$ cat src/rtl/adder_share_pkg.sv
// Shared types and defaults for the time-multiplexed adder controller.
// The optional per-requester grant statistics are enabled by ADDER_SHARE_STATS_EN.
package adder_share_pkg;

  typedef enum logic [1:0] {
    IDLE = 2'd0,
    CALC = 2'd1,
    RESP = 2'd2
  } state_t;

  localparam int N_REQ_DEF = 4;
  localparam int W_DEF     = 5;
  localparam int STAT_W    = 8;

endpackage

$ cat src/rtl/adder_share_ctrl_rr_arbiter.sv
// Combinational round-robin arbiter: picks the first asserted request at or
// after the pointer (wrapping), returning a one-hot grant and its index.
module rr_arbiter
  import adder_share_pkg::*;
#(
  parameter int N_REQ = N_REQ_DEF
) (
  input  logic [N_REQ-1:0]         req,
  input  logic [$clog2(N_REQ)-1:0] ptr,
  output logic [N_REQ-1:0]         gnt,
  output logic [$clog2(N_REQ)-1:0] idx,
  output logic                     any
);

  localparam int IW = $clog2(N_REQ);

  logic [IW:0]   pos;
  logic [IW-1:0] cand;

  always_comb begin
    gnt  = '0;
    idx  = '0;
    any  = 1'b0;
    pos  = '0;
    cand = '0;
    for (int k = 0; k < N_REQ; k++) begin
      pos = {1'b0, ptr} + (IW+1)'(k);
      if (pos >= (IW+1)'(N_REQ)) pos = pos - (IW+1)'(N_REQ);
      cand = pos[IW-1:0];
      if (!any && req[cand]) begin
        gnt[cand] = 1'b1;
        idx       = cand;
        any       = 1'b1;
      end
    end
  end

endmodule

$ cat src/rtl/adder_share_ctrl.sv
// Shares one external combinational adder between N_REQ valid/ready requesters.
// Define ADDER_SHARE_STATS_EN to add per-requester wrapping grant counters (grant_cnt).
module adder_share_ctrl
  import adder_share_pkg::*;
#(
  parameter int N_REQ = N_REQ_DEF,
  parameter int W     = W_DEF
) (
  input  logic                     clk,
  input  logic                     rst,
  input  logic [N_REQ-1:0]         req_valid,
  output logic [N_REQ-1:0]         req_ready,
  input  logic [N_REQ*W-1:0]       req_a,
  input  logic [N_REQ*W-1:0]       req_b,
  output logic [W-1:0]             add_a,
  output logic [W-1:0]             add_b,
  input  logic [W:0]               add_q,
  output logic                     rsp_valid,
  input  logic                     rsp_ready,
  output logic [$clog2(N_REQ)-1:0] rsp_id,
  output logic [W:0]               rsp_q
`ifdef ADDER_SHARE_STATS_EN
  ,
  output logic [N_REQ*STAT_W-1:0]  grant_cnt
`endif
);

  localparam int IW = $clog2(N_REQ);

  state_t        state, state_d;
  logic [IW-1:0] ptr;
  logic [N_REQ-1:0] gnt;
  logic [IW-1:0] g_idx;
  logic          g_any;
  logic          accept;
  logic [W-1:0]  a_arr [N_REQ];
  logic [W-1:0]  b_arr [N_REQ];

  for (genvar i = 0; i < N_REQ; i++) begin : g_unpack
    assign a_arr[i] = req_a[i*W +: W];
    assign b_arr[i] = req_b[i*W +: W];
  end

  rr_arbiter #(.N_REQ(N_REQ)) u_arb (
    .req (req_valid),
    .ptr (ptr),
    .gnt (gnt),
    .idx (g_idx),
    .any (g_any)
  );

  // Grant is offered only while IDLE, so req_ready is at most one-hot.
  always_comb begin
    state_d   = state;
    req_ready = '0;
    accept    = 1'b0;
    case (state)
      IDLE: begin
        if (g_any) begin
          req_ready = gnt;
          accept    = 1'b1;
          state_d   = CALC;
        end
      end
      CALC:    state_d = RESP;
      RESP:    if (rsp_ready) state_d = IDLE;
      default: state_d = IDLE;
    endcase
  end

  always_ff @(posedge clk) begin
    if (rst) begin
      state     <= IDLE;
      ptr       <= '0;
      add_a     <= '0;
      add_b     <= '0;
      rsp_id    <= '0;
      rsp_q     <= '0;
      rsp_valid <= 1'b0;
    end else begin
      state <= state_d;
      if (accept) begin
        add_a  <= a_arr[g_idx];
        add_b  <= b_arr[g_idx];
        rsp_id <= g_idx;
        ptr    <= (g_idx == IW'(N_REQ-1)) ? '0 : g_idx + 1'b1;
      end
      // Operands have been stable for a full cycle here; capture the sum.
      if (state == CALC) begin
        rsp_q     <= add_q;
        rsp_valid <= 1'b1;
      end
      if (state == RESP && rsp_ready) rsp_valid <= 1'b0;
    end
  end

`ifdef ADDER_SHARE_STATS_EN
  logic [STAT_W-1:0] cnt [N_REQ];

  always_ff @(posedge clk) begin
    if (rst) begin
      for (int i = 0; i < N_REQ; i++) cnt[i] <= '0;
    end else if (accept) begin
      cnt[g_idx] <= cnt[g_idx] + 1'b1;
    end
  end

  for (genvar i = 0; i < N_REQ; i++) begin : g_cnt_out
    assign grant_cnt[i*STAT_W +: STAT_W] = cnt[i];
  end
`endif

endmodule
$ cat config.mk
export PLATFORM = sky130hd
export DESIGN_NAME = adder_share_ctrl
export DESIGN_NICKNAME = d
export VERILOG_FILES = /design/src/rtl/adder_share_pkg.sv /design/src/rtl/adder_share_ctrl_rr_arbiter.sv /design/src/rtl/adder_share_ctrl.sv
export SDC_FILE = /design/constraint.sdc
export NUM_CORES = 1
export LEC_CHECK = 0
export CAP_MARGIN = 25
export CORE_MARGIN = 3
export CORE_UTILIZATION = 30
export DETAILED_ROUTE_END_ITERATION = 8
export SLEW_MARGIN = 10
export SYNTH_ARGS = -nofsm -noshare
export SYNTH_HDL_FRONTEND = slang
export SYNTH_SLANG_ARGS = --single-unit
$ cat constraint.sdc
create_clock -name clk -period 4 [get_ports clk]
set_input_delay 0.6 -clock clk [delete_from_list [all_inputs] [get_ports clk]]
set_output_delay 0.6 -clock clk [all_outputs]
set_load 0.005 [all_outputs]
## Word level (Yosys, flattened, before mapping)

Index checks and enable logic that the tools add are counted.

| word-level totals | value |
|---|---|
| input port bits | 53 |
| logic and storage cells | 97 |
| output and inout bits | 23 |
| bits in latches | 0 |
| bits in read-only memories | 0 |
| bits in registers | 23 |
| memories | 0 |
| bits in writable memories | 0 |

| cells by class | value |
|---|---|
| shift operators | 0 |
| reductions and logical operators | 14 |
| bitwise gates (word level) | 4 |
| eq/ne operators | 5 |
| order comparisons | 13 |
| multiply operators | 0 |
| $add $sub $neg | 8 |
| mux-type cells | 46 |
| divide/modulo/power cells | 0 |

Operators with widths:

| kind | count |
|---|---|
| $mux 4 | 6 |
| $mux 2 | 11 |
| $bmux 5 s2 | 2 |
| $mux 5 | 4 |
| $mux 1 | 14 |
| $ge 3x3->1 const B | 4 |
| $lt 2x3->1 const B | 4 |
| $or 4x4->4 | 3 |
| $bmux 1 s2 | 4 |
| $demux 1 s2 | 4 |
| $ge 2x1->1 const B | 4 |
| $logic_and 1x1->1 | 8 |
| $sub 2x1->2 const B | 4 |
| $add 2x2->3 const B | 2 |
| $pmux 2 s3 | 1 |
| $eq 2x2->1 const B | 2 |
| $ne 2x2->1 const B | 2 |
| $add 2x1->3 const B | 1 |
| $ge 2x3->1 const B | 1 |
| $logic_not 1->1 | 3 |
| $not 2->3 | 1 |
| $add 2x1->2 const B | 1 |
| $eq 2x1->1 const B | 1 |
| $logic_not 2->1 | 1 |
| 2 further kinds | 2 |

## Depth between registers and ports, before layout

Gate-level depths: netlist (run 1).

| logic depth | value |
|---|---|
| word-level depth | 18 |
| mapped depth | 12 |
| gate-level depth less buffers | 8 |

## Hierarchy

Synthesis (run 1) repeated with hierarchy kept, for this count alone.

| unflattened totals | value |
|---|---|
| cell total of the unflattened synthesis | 156 |
| area total of the unflattened synthesis | 1495.2 µm² |

Modules (own cells, without submodules):

| module | cells an instance | instances | sequential area each (µm²) | area an instance (µm²) |
|---|---|---|---|---|
| adder_share_ctrl | 111 | 1 | 460.4 | 1076.0 |
| rr_arbiter | 45 | 1 | 0.0 | 419.2 |

## Worst setup path before layout (run 1)

No wires, ideal clock.

| timing path | value |
|---|---|
| kind | flip-flop to output port |
| start | register ptr[0] |
| end | output req_ready[0] |
| data required time | 3400 ps |
| buffers on the path | 2 |
| cell stages (with the launch flop) | 11 |
| setup slack | 1038 ps |
| arrival | 2362 ps |
| cells stage by stage | dfxtp_1 buf_2 inv_1 ha_1 buf_1 mux4_2 nor2b_2 a22oi_1 nor2_1 a221oi_1 nor2_1 |

| between the ends | value |
|---|---|
| longest elaborated chain between the ends | 16 |
| elaborated cells on any way between the ends | 62 |
| classes of those cells | add/sub (7); order compare (12); mux (30); bitwise (3); reduce/logical (10) |

RTL lines:

| element | RTL line | source |
|---|---|---|
| from (decl) | adder_share_ctrl.sv:31 | `logic [IW-1:0] ptr;` |
| from (signal assigned) | adder_share_ctrl.sv:86 | `ptr <= (g_idx == IW'(N_REQ-1)) ? '0 : g_idx + 1'b1;` |
| branches (longest 14 deep; another with $add 2x1->3) | - |  |
| $mux 4 * | adder_share_ctrl.sv:59 | `if (g_any) begin` |
| $mux 4 * | adder_share_ctrl.sv:57 | `case (state)` |
| to (decl) | adder_share_ctrl.sv:12 | `output logic [N_REQ-1:0] req_ready,` |

Every way passes the cells marked *. The select of a mux whose other input is x is not followed.

## Final worst setup path (run 1)

| timing path | value |
|---|---|
| start | register ptr[1] |
| end | output req_ready[2] |

The elaborated chain is that of the path after synthesis.

==> results of run 1 <==
[metrics by stage]
step                hold WS, ns  power (mW)
detailed placement        0.488        1.21
CTS                       0.506        1.37
finish                    0.500        1.35
global route              0.528        1.46
global placement          0.477        1.21
floorplan                 0.446       0.891
[cells by family (layout without fill, tap and decap cells)]
kind of cell	after synthesis	in the layout	synth area share (%)
compound gates	56	56	26.7
fa+ha+maj	8	8	5.97
mux	21	21	14.8
flops	23	23	27.4
buf+inv	21	88	6.79
xor+xnor	2	2	1.04
simple gates	58	58	17.3
[critical path, cell delays in order, from the launching register on]
cell,delay (ns)
dfxtp_2,0.45
inv_1,0.14
ha_1,0.50
mux4_2,0.45
nor2b_2,0.28
a22oi_1,0.11
nor2_1,0.12
a221oi_1,0.07
nor2_1,0.12
clkdlybuf4s50_1,0.51
[cell type report]
class / instances / area share (%)
repair buffers: 80 / 31.5
flip-flops and latches: 23 / 18.4
multi-input cells: 145 / 44.1
clock buffers: 3 / 1.65
inverters: 4 / 0.599
well taps: 70 / 3.50
clock inverters: 1 / 0.300
[path summary, 6_finish.rpt]
kind / start / to / slack [ns] / cells past startpoint
max: ptr[1] / req_ready[2] / 0.40 / 9
min: add_a[3] / add_a[3] / 0.50 / 2
max reg2reg: ptr[1] / ptr[1] / 1.05 / 10
min reg2reg: add_a[3] / add_a[3] / 0.50 / 2
[where the power goes]
part	total (mW)	internal [mW]	switching, mW
combinational	0.852	0.442	0.410
sequential	0.349	0.305	0.0440
clock	0.149	0.0705	0.0785
[state kept, by name, indices dropped and copies added, names as in the netlist]
register	cells
rsp_id	2
state	2
rsp_q	6
ptr	2
add_b	5
add_a	5
rsp_valid	1
[layout by cell type (no fill, tap or decap), types with 2 or more instances in the layout]
| cell type | n |
|---|---|
| xnor2_1 | 2 |
| a22o_1 | 2 |
| inv_1 | 4 |
| nand3b_1 | 2 |
| mux4_2 | 3 |
| ha_1 | 8 |
| a21oi_1 | 4 |
| nand2_1 | 3 |
| nor2b_1 | 4 |
| and3_1 | 2 |
| nand3_1 | 11 |
| nand2b_1 | 4 |
| o21ai_0 | 2 |
| dfxtp_1 | 22 |
| clkbuf_8 | 3 |
| a22oi_1 | 14 |
| a221oi_1 | 4 |
| o211ai_1 | 12 |
| clkdlybuf4s50_1 | 75 |
| mux2i_1 | 18 |
| nor2_1 | 25 |
| buf_4 | 5 |
| a21boi_0 | 10 |
[routing by layer]
| metal | routed length, um | track usage, % |
|---|---|---|
| met5 | 0 | 0 |
| met4 | 23 | 2.03 |
| met3 | 411 | 4.77 |
| met2 | 2400 | 23.6 |
| met1 | 2010 | 19.4 |
==> Flow_metrics.wiki, run 1 <==
{| class="wikitable"
! Metric !! Value
|-
| Antenna diode instance count || 0
|-
| Die Wd || 80.8 um
|-
| Predominant post-synthesis flop cell || dfxtp_1
|-
| Syn-to-layout area delta || 49.3%
|-
| Dominant cells by area after synthesis || dfxtp_1 (27%), mux2i_1 (11%), a22oi_1 (6.3%)
|-
| Global-route wire length before repair || 7600 um
|-
| H-Tree Level Count || 1
|-
| EDFF count, synth || 0
|-
| Post-detailed-route DRC marker count || 0
|-
| Post-layout instance area || 2500 um2
|-
| Register bit count reported by yosys || 23
|-
| Worst IR drop on VDD || 0.280 mV
|-
| Buffer levels on the longest clock path || 2
|-
| PostCTS Resize Cnt || 0
|-
| Area used by multi-input combinational logic || 1100 um2
|-
| Final setup fails || 0
|-
| Cell type with the largest total area after synthesis || dfxtp_1
|-
| Clk slew on worst S/H paths || 0.09 ns
|-
| Sum of routed wire length over all layers || between 4000 and 5000 um
|-
| Final Util || between 40% and 50%
|-
| Critical path data required time || 3.40 ns
|-
| Tmin final || 3.60 ns
|-
| # hold bufs at CTS || 0
|-
| Number of cell rows || 26
|-
| Top-level port count || 76
|-
| Hold/Removal Path Class || register to register
|-
| Number of design-rule violations left by the first detailed-router iteration || a little over 80
|-
| Gpl congestion || 0.814
|-
| Leakage || 0.953 nW
|-
| Type of origin of the critical path || register
|-
| Status || finished clean
|-
| Tcrit/Tclk final || roughly nine tenths
|-
| Initial antenna violation count || 0
|-
| Post CTS Setup Buffer Count || 0
|-
| Hpwl dp || 3620 um
|-
| Number of instances in the synthesized netlist || 189
|-
| # fillers || 528
|-
| Arrival time worst endpoint || 3.00 ns
|-
| Total gr overflow || 0
|-
| CTS tree || done
|-
| Accumulated negative setup slack || 0 ns
|-
| Worst-case headroom to the max-slew limit || between 40% and 50%
|-
| Max-capacitance violation count || 0
|-
| Synthesized Nets || 250
|-
| Worst-skew pair later-pin latency || 0.26 ns
|-
| RSZ-0062 raised after global routing || no
|-
| Hold Fails Final Rpt || 0
|-
| Worst Path Class, Setup || register to output pin
|-
| Highest Clock Rate || ~0.28 GHz
|-
| Total vias in the final route || 1704
|-
| Area share of the largest cell type after synthesis || 27.4%
|-
| All-Layer GR Usage || between 10% and 20%
|-
| Share of the yosys chip area belonging to registers || between 20 and 30%
|-
| Most numerous cell in the Yosys netlist || nor2_1
|-
| Final #Nets || 318
|-
| Antenna-violating nets left || 0
|-
| Cell area after synthesis || 1680 um2
|-
| DIE AREA || 6530 um2
|-
| Worst setup slack after layout || 0.403 ns
|-
| WL/cell || ~15 um
|-
| Starting density of the core || 31.8%
|-
| Average cell area after synthesis || slightly below 9 um2
|-
| Via count of the first global-routing pass || 1564
|-
| Async S/R FF share, synth || 0%
|-
| Number of slew-limit violations in the final report || 0
|-
| Power per Cell Area || 539 nW/um2
|-
| Clock sink count || 23
|-
| FF+latch area || about 460 um2
|-
| Post-detailed-placement cell area || approximately 2500 um2
|-
| Vias/cell || about 5.2
|-
| First-pass detailed-route iteration total || 6
|-
| Least-Margin Pin Slew || 0.827 ns
|-
| Count of non-filler cells in the finished layout || 326
|-
| Post-place setup slack || 0.446 ns
|-
| PortBufs || 75
|-
| Clock Root Buffer || clkbuf_8
|-
| Library cells used by synthesis || 41
|-
| Max Fanout on Critical Path || 11
|-
| Total CTS buffers || 3
|-
| Cell total after placement || 322
|-
| Share of cells above drive strength 1 || 6.25%
|-
| Critical Path End Type || output pin
|-
| Leading post-synthesis cells by instance count || nor2_1 (25), dfxtp_1 (23), mux2i_1 (18)
|-
| Die Height || between 80 and 90 um
|-
| Count of warnings emitted by yosys || 0
|-
| Pin count of the biggest net entering global routing || 22
|-
| Std-Cell Core Area || 5270 um2
|-
| Worst clock skew on the final layout || 0.00274 ns
|}
No activity file was read; power rests on OpenSTA's default activity.
==> run 2: changes to the inputs <==
--- a/config.mk
+++ b/config.mk
@@ -12,4 +12,5 @@
 export SLEW_MARGIN = 10
 export SYNTH_ARGS = -nofsm -noshare
 export SYNTH_HDL_FRONTEND = slang
+export SYNTH_HIERARCHICAL = 1
 export SYNTH_SLANG_ARGS = --single-unit
==> Flow_metrics.wiki, run 2 <==
{| class="wikitable"
! Metric !! Value
|-
| Status || finished clean
|-
| Buffer levels on the longest clock path || 2
|-
| RSZ-0062 raised after global routing || no
|-
| Via count of the first global-routing pass || 1345
|-
| Highest Clock Rate || 0.275 GHz
|-
| Count of cells along the worst hold path || 2
|-
| Adder-cell share of the synthesized area || 5.02%
|-
| Worst setup slack after layout || 0.360 ns
|-
| Final Util || 49.9%
|-
| Clk pwr share || a little under a tenth
|-
| Max-capacitance violation count || 0
|-
| Worst clock skew on the final layout || 0.00474 ns
|-
| Post-place setup slack || 0.316 ns
|-
| Worst hold endpoint || rsp_id[1]
|-
| Largest registers in the final layout || rsp_q x6, add_a x5, add_b x5
|-
| Number of cell rows || 25
|-
| Total vias in the final route || about 1400
|-
| Destination of the worst register-to-register timing path || ptr[0]
|-
| Worst Path Class, Setup || input pin to output pin
|-
| DIE AREA || 5870 um2
|-
| Antenna-violating nets left || 0
|-
| Parity-gate share of the synthesized area counting xor and xnor cells || 0%
|-
| Max Fanout on Critical Path || 17
|-
| Switch Pwr || 571 uW
|-
| Vias/cell || ~4.7
|-
| Hold Fails Final Rpt || 0
|-
| Most flop-heavy register || rsp_q
|-
| Clk slew on worst S/H paths || 0.07 ns
|-
| Worst-skew pair later-pin latency || 0.26 ns
|-
| Pin count of the biggest net entering global routing || 24
|-
| Least-Margin Pin Slew || just over 0.9 ns
|-
| Cell type with the largest total area after synthesis || dfxtp_1
|-
| Final #Nets || slightly below 300
|-
| Hold/Removal Path Class || register to register
|-
| Count of warnings emitted by yosys || 6
|-
| Worst R2R Path Depth || 9
|-
| Cell area after synthesis || 1500 um2
|-
| Multiplexer share of the synthesized area || 27.8%
|-
| Initial antenna violation count || 0
|-
| Std-Cell Core Area || 4750 um2
|-
| Total gr overflow || 0
|-
| Die Wd || approximately 77 um
|-
| Share of cells above drive strength 1 || between 10% and 20%
|-
| Basic-gate share of the synthesized area counting and, or, nand and nor cells || 17.0%
|-
| # hold bufs at CTS || 0
|-
| EDFF count, synth || 0
|-
| Starting density of the core || 31.4%
|-
| Tcrit/Tclk final || between 90% and 100%
|-
| Most common cell after layout, fill and taps aside || clkdlybuf4s50_1
|-
| Gpl congestion || 0.781
|-
| Combinational family with the most area after synthesis || multiplexers
|-
| Critical path data required time || about 3.4 ns
|-
| Part of the power in registers || 23.1%
|-
| Number of design-rule violations left by the first detailed-router iteration || 56
|-
| Register bit count reported by yosys || 23
|-
| Max FFs per register || 6
|-
| Accumulated negative setup slack || 0 ns
|-
| Arrival time worst endpoint || 3.04 ns
|-
| Final setup fails || 0
|-
| Routed met2 length || 1770 um
|-
| Total CTS buffers || 3
|-
| Antenna diode instance count || 0
|-
| Hold Path Origin || rsp_id[1]
|-
| Average cell area after synthesis || 9.58 um2
|-
| Reg-to-reg slack, setup || 0.95 ns
|-
| Switching share of total power || a little under two fifths
|-
| Tmin final || 3.64 ns
|-
| Detailed-route wire length on metal 1 || around 1500 um
|-
| Async S/R FF share, synth || 0%
|-
| Most numerous cell in the Yosys netlist || nand2_1
|-
| Synthesized Nets || 215
|-
| Cell-internal power || 948 uW
|-
| First-pass detailed-route iteration total || 4
|-
| Sum of routed wire length over all layers || 3650 um
|-
| WL/cell || 12.3 um
|-
| Global-route wire length before repair || 5980 um
|-
| Hpwl dp || ~2800 um
|-
| Library cells used by synthesis || 29
|-
| Syn-to-layout area delta || 58.6%
|-
| Die Height || 76.6 um
|-
| Type of origin of the critical path || input pin
|-
| CTS tree || done
|-
| WL met3 || 324 um
|-
| Area share of the largest cell type after synthesis || between 30% and 40%
|-
| Top library cells by usage in the layout, fill and taps aside || clkdlybuf4s50_1 (75), nand2_1 (29), dfxtp_1 (23)
|-
| Top-level port count || 76
|-
| All-Layer GR Usage || 12.4%
|-
| Worst-case headroom to the max-slew limit || a little under two fifths
|-
| Critical Path End Type || output pin
|-
| H-Tree Level Count || 1
|-
| Uppermost layer routed || met4
|-
| Hold Worst Slack || 0.454 ns
|-
| Dominant cells by area after synthesis || dfxtp_1 (31%), mux4_2 (18%), nand2_1 (7.3%)
|-
| Leading post-synthesis cells by instance count || nand2_1 (29), dfxtp_1 (23), a21oi_1 (16)
|-
| Power per Cell Area || 641 nW/um2
|-
| Clock sink count || 23
|-
| Clock Root Buffer || clkbuf_8
|-
| Worst IR drop on VDD || 0.203 mV
|-
| Fraction of the mapped netlist area in compound gates || 14.1%
|-
| Predominant post-synthesis flop cell || dfxtp_1
|-
| Number of slew-limit violations in the final report || 0
|-
| Power share of the combinational group || 67.7%
|-
| Post-detailed-route DRC marker count || 0
|-
| PostCTS Resize Cnt || 0
|-
| Post CTS Setup Buffer Count || 0
|-
| Leakage || 0.891 nW
|-
| PortBufs || 75
|-
| Launch instance of the worst register-to-register path || ptr[0]
|-
| Number of instances in the synthesized netlist || 156
|-
| Post-layout power || 1.52 mW
|-
| Share of the yosys chip area belonging to registers || 30.8%
|}
==> run 2: changes by cell type in the layout (fill, tap and decap cells not counted), sizes merged, moves of 3 or more <==
cell	previous run	this run
nand3	11	0
a221oi	4	0
nor2	25	11
o211ai	12	1
nand2	3	29
a21boi	10	0
nor2b	5	0
mux2i	18	7
o21ai	3	6
a21oi	4	16
a22oi	14	8
mux4	3	14
and2	1	4
==> run 2: final cells by class <==
cell class | count | area, um2
Tap cell | 67 | 83.8
Clock buffer | 4 | 45.0
Sequential cell | 23 | 460
Inverter | 5 | 18.8
Timing Repair Buffer | 80 | 788
Fill cell | 486 | 2380
Multi-Input combinational cell | 117 | 975
==> run 2: logic make-up (layout without fill, tap and decap cells) <==
kind of cell | Yosys count | after routing
buffers and inverters | 16 | 89
adder cells (fa/ha/maj) | 6 | 6
AND/OR/NAND/NOR | 53 | 53
flip-flops | 23 | 23
multiplexers | 23 | 23
AO/OA/AOI/OAI | 35 | 35
==> run 2: power by group through the flow <==
stage	clock (mW)	combinational [mW]	sequential, mW
2_1_floorplan	0	0.684	0.365
3_3_place_gp	0	1.04	0.354
3_5_place_dp	0	1.05	0.356
4_1_cts	0.146	1.05	0.352
5_1_grt	0.160	1.13	0.363
6_report	0.140	1.03	0.350
==> run 2: worst max-delay path by stage <==
| stage | from | slack, ns | depth (start not counted) | end |
|---|---|---|---|---|
| floorplan | ptr[0] | 1.01 | 12 | add_a[0] |
| global placement | req_valid[2] | 0.33 | 6 | req_ready[3] |
| detailed placement | req_valid[3] | 0.32 | 7 | req_ready[3] |
| CTS | req_valid[3] | 0.31 | 7 | req_ready[3] |
| global route | req_valid[3] | 0.12 | 7 | req_ready[0] |
| finish | req_valid[3] | 0.36 | 7 | req_ready[0] |
==> run 2: critical path: stages <==
cell             delay (ns)
clkdlybuf4s50_1        0.54
mux4_1                 0.28
nor3_1                 0.07
nand2b_1               0.07
nor3b_2                0.76
and2_1                 0.22
clkdlybuf4s50_1        0.50
==> run 2: metrics by stage <==
stage / std cells / instance area, um2
final: 296 / 2370
after global routing: 296 / 2370
after CTS: 296 / 2370
after detailed placement: 292 / 2330
after global placement: 292 / 2330
after floorplan: 156 / 1500
==> run 2: routing by layer <==
metal | vias to the layer above | global-route usage [%]
met5 | - | 0
met3 | 2 | 5.44
met4 | 0 | 3.62
li1 | 716 | -
met2 | 55 | 22.4
met1 | 632 | 12.9
==> run 3: changes to the inputs <==
==> constraint.sdc (replaced) <==
create_clock -name clk -period 4.3 [get_ports clk]
set_input_delay 0.645 -clock clk [delete_from_list [all_inputs] [get_ports clk]]
set_output_delay 0.645 -clock clk [all_outputs]
set_load 0.005 [all_outputs]
==> Flow_metrics.wiki, run 3 (synthesis gave the netlist of run 2 again) <==
{| class="wikitable"
! Metric !! Value
|-
| Cell-by-cell listing of the critical path || clkdlybuf4s50_1 > mux4_2 > nor3_1 > nand2b_1 > nor3b_2 > and2_1 > clkdlybuf4s50_1
|-
| Initial antenna violation count || 0
|-
| Gpl congestion || 0.809
|-
| Total gr overflow || 0
|-
| PortBufs || 75
|-
| Worst-case headroom to the max-slew limit || 34.8%
|-
| Worst-skew pair later-pin latency || ~0.26 ns
|-
| Pin count of the biggest net entering global routing || 24
|-
| Global-route wire length before repair || 5970 um
|-
| Post CTS Setup Buffer Count || 0
|-
| Die Wd || 76.6 um
|-
| Post-detailed-route DRC marker count || 0
|-
| Worst clock skew on the final layout || roughly 0.0029 ns
|-
| Most common cell after layout, fill and taps aside || clkdlybuf4s50_1
|-
| CP bufs+invs || 2
|-
| Highest Clock Rate || about 0.25 GHz
|-
| Final setup fails || 0
|-
| Critical path data required time || 3.65 ns
|-
| Status || finished clean
|-
| Power per Cell Area || between 500 and 600 nW/um2
|-
| Critical Path End Type || output pin
|-
| RSZ-0062 raised after global routing || no
|-
| FF+latch area || 460 um2
|-
| PostCTS Resize Cnt || 0
|-
| Share of cells above drive strength 1 || 10.6%
|-
| Largest registers in the final layout || rsp_q x6, add_a x5, add_b x5
|-
| Vias/cell || 4.71
|-
| Largest delay share family, worst path || simple AND/OR/NAND/NOR gates
|-
| Clock sink count || 23
|-
| Hold/Removal Path Class || register to register
|-
| Top library cells by usage in the layout, fill and taps aside || clkdlybuf4s50_1 (75), nand2_1 (29), dfxtp_1 (23)
|-
| Type of origin of the critical path || input pin
|-
| Clock Root Buffer || clkbuf_8
|-
| Total vias in the final route || 1384
|-
| Std-Cell Core Area || 4750 um2
|-
| Hold Fails Final Rpt || 0
|-
| Hpwl dp || 2740 um
|-
| Sum of routed wire length over all layers || 3630 um
|-
| Worst IR drop on VDD || 0.189 mV
|-
| Tcrit/Tclk final || approximately nine tenths
|-
| Arrival time worst endpoint || around 3.3 ns
|-
| Buffer levels on the longest clock path || 2
|-
| Leakage || 0.881 nW
|-
| Most flop-heavy register || rsp_q
|-
| Max Fanout on Critical Path || 17
|-
| WL/cell || about 12 um
|-
| Area used by multi-input combinational logic || 975 um2
|-
| Least-Margin Pin Slew || 0.973 ns
|-
| First-pass detailed-route iteration total || 4
|-
| DIE AREA || 5870 um2
|-
| H-Tree Level Count || 1
|-
| Number of design-rule violations left by the first detailed-router iteration || 70
|-
| Antenna-violating nets left || 0
|-
| Final #Nets || 287
|-
| Tmin final || 3.94 ns
|-
| Highest-delay cell along the critical path || nor3b_2
|-
| Crit-path max cell delay || 0.79 ns
|-
| Total CTS buffers || 3
|-
| Accumulated negative setup slack || 0 ns
|-
| Starting density of the core || 31.4%
|-
| Worst Path Class, Setup || input pin to output pin
|-
| Die Height || 76.6 um
|-
| # fillers || 476
|-
| Number of slew-limit violations in the final report || 0
|-
| Post-place setup slack || 0.333 ns
|-
| Clk slew on worst S/H paths || about 0.08 ns
|-
| CTS tree || done
|-
| Most prevalent standard cell on the critical path || clkdlybuf4s50_1
|-
| Via count of the first global-routing pass || 1308
|-
| Antenna diode instance count || 0
|-
| # hold bufs at CTS || 0
|-
| Worst setup slack after layout || 0.363 ns
|-
| Max-capacitance violation count || 0
|-
| Number of cell rows || 25
|-
| Post-layout power || 1.40 mW
|-
| Top-level port count || 76
|-
| Syn-to-layout area delta || 57.6%
|-
| Max FFs per register || 6
|-
| All-Layer GR Usage || 12.3%
|}
[run 3: stage by stage]
step                      cells  utilization (%)  hold slack (ns)  instance area (um2)
final                       294             49.6            0.454                 2360
after global routing        294             49.6            0.479                 2360
after CTS                   294             49.6            0.457                 2360
after detailed placement    290             48.6            0.446                 2310
after global placement      290             48.6            0.441                 2310
after floorplan             156                -            0.447                 1500
[run 3: worst min-delay path: cells and delay by family, from the launching register on]
family / cells / cell delay, ns
and+or+nand+nor: 1 / 0.05
AOI/OAI and AO/OA: 1 / 0.05
DFF: 1 / 0.31
[run 3: final cells by class]
class / count / share of cell area, %
multi-input combinational: 117 / 41.4
tap: 67 / 3.56
clock buffer: 4 / 1.91
timing repair buffer: 78 / 32.8
sequential: 23 / 19.5
inverter: 5 / 0.797
[run 3: layer usage]
metal | share of wire [%] | global-route usage, % | vias to the layer above
met2 | 46 | 20.8 | 54
met3 | 10 | 5.32 | 2
met5 | 0 | 0 | -
met4 | 0.74 | 2.72 | 0
li1 | - | - | 708
met1 | 43 | 14.4 | 620
[run 3: power by group]
group	internal, mW	leakage (nW)	switching, mW
sequential	0.286	0.190	0.0400
clock	0.0660	0.0228	0.0634
combinational	0.518	0.669	0.425
total	0.870	0.881	0.529
[run 3: path summary, 6_finish.rpt]
kind / startpoint / endpoint / slack, ns / cells past startpoint
max reg2reg: ptr[0] / ptr[0] / 1.28 / 9
min: add_a[1] / add_a[1] / 0.45 / 2
max: req_valid[3] / req_ready[2] / 0.36 / 7
min reg2reg: add_a[1] / add_a[1] / 0.45 / 2
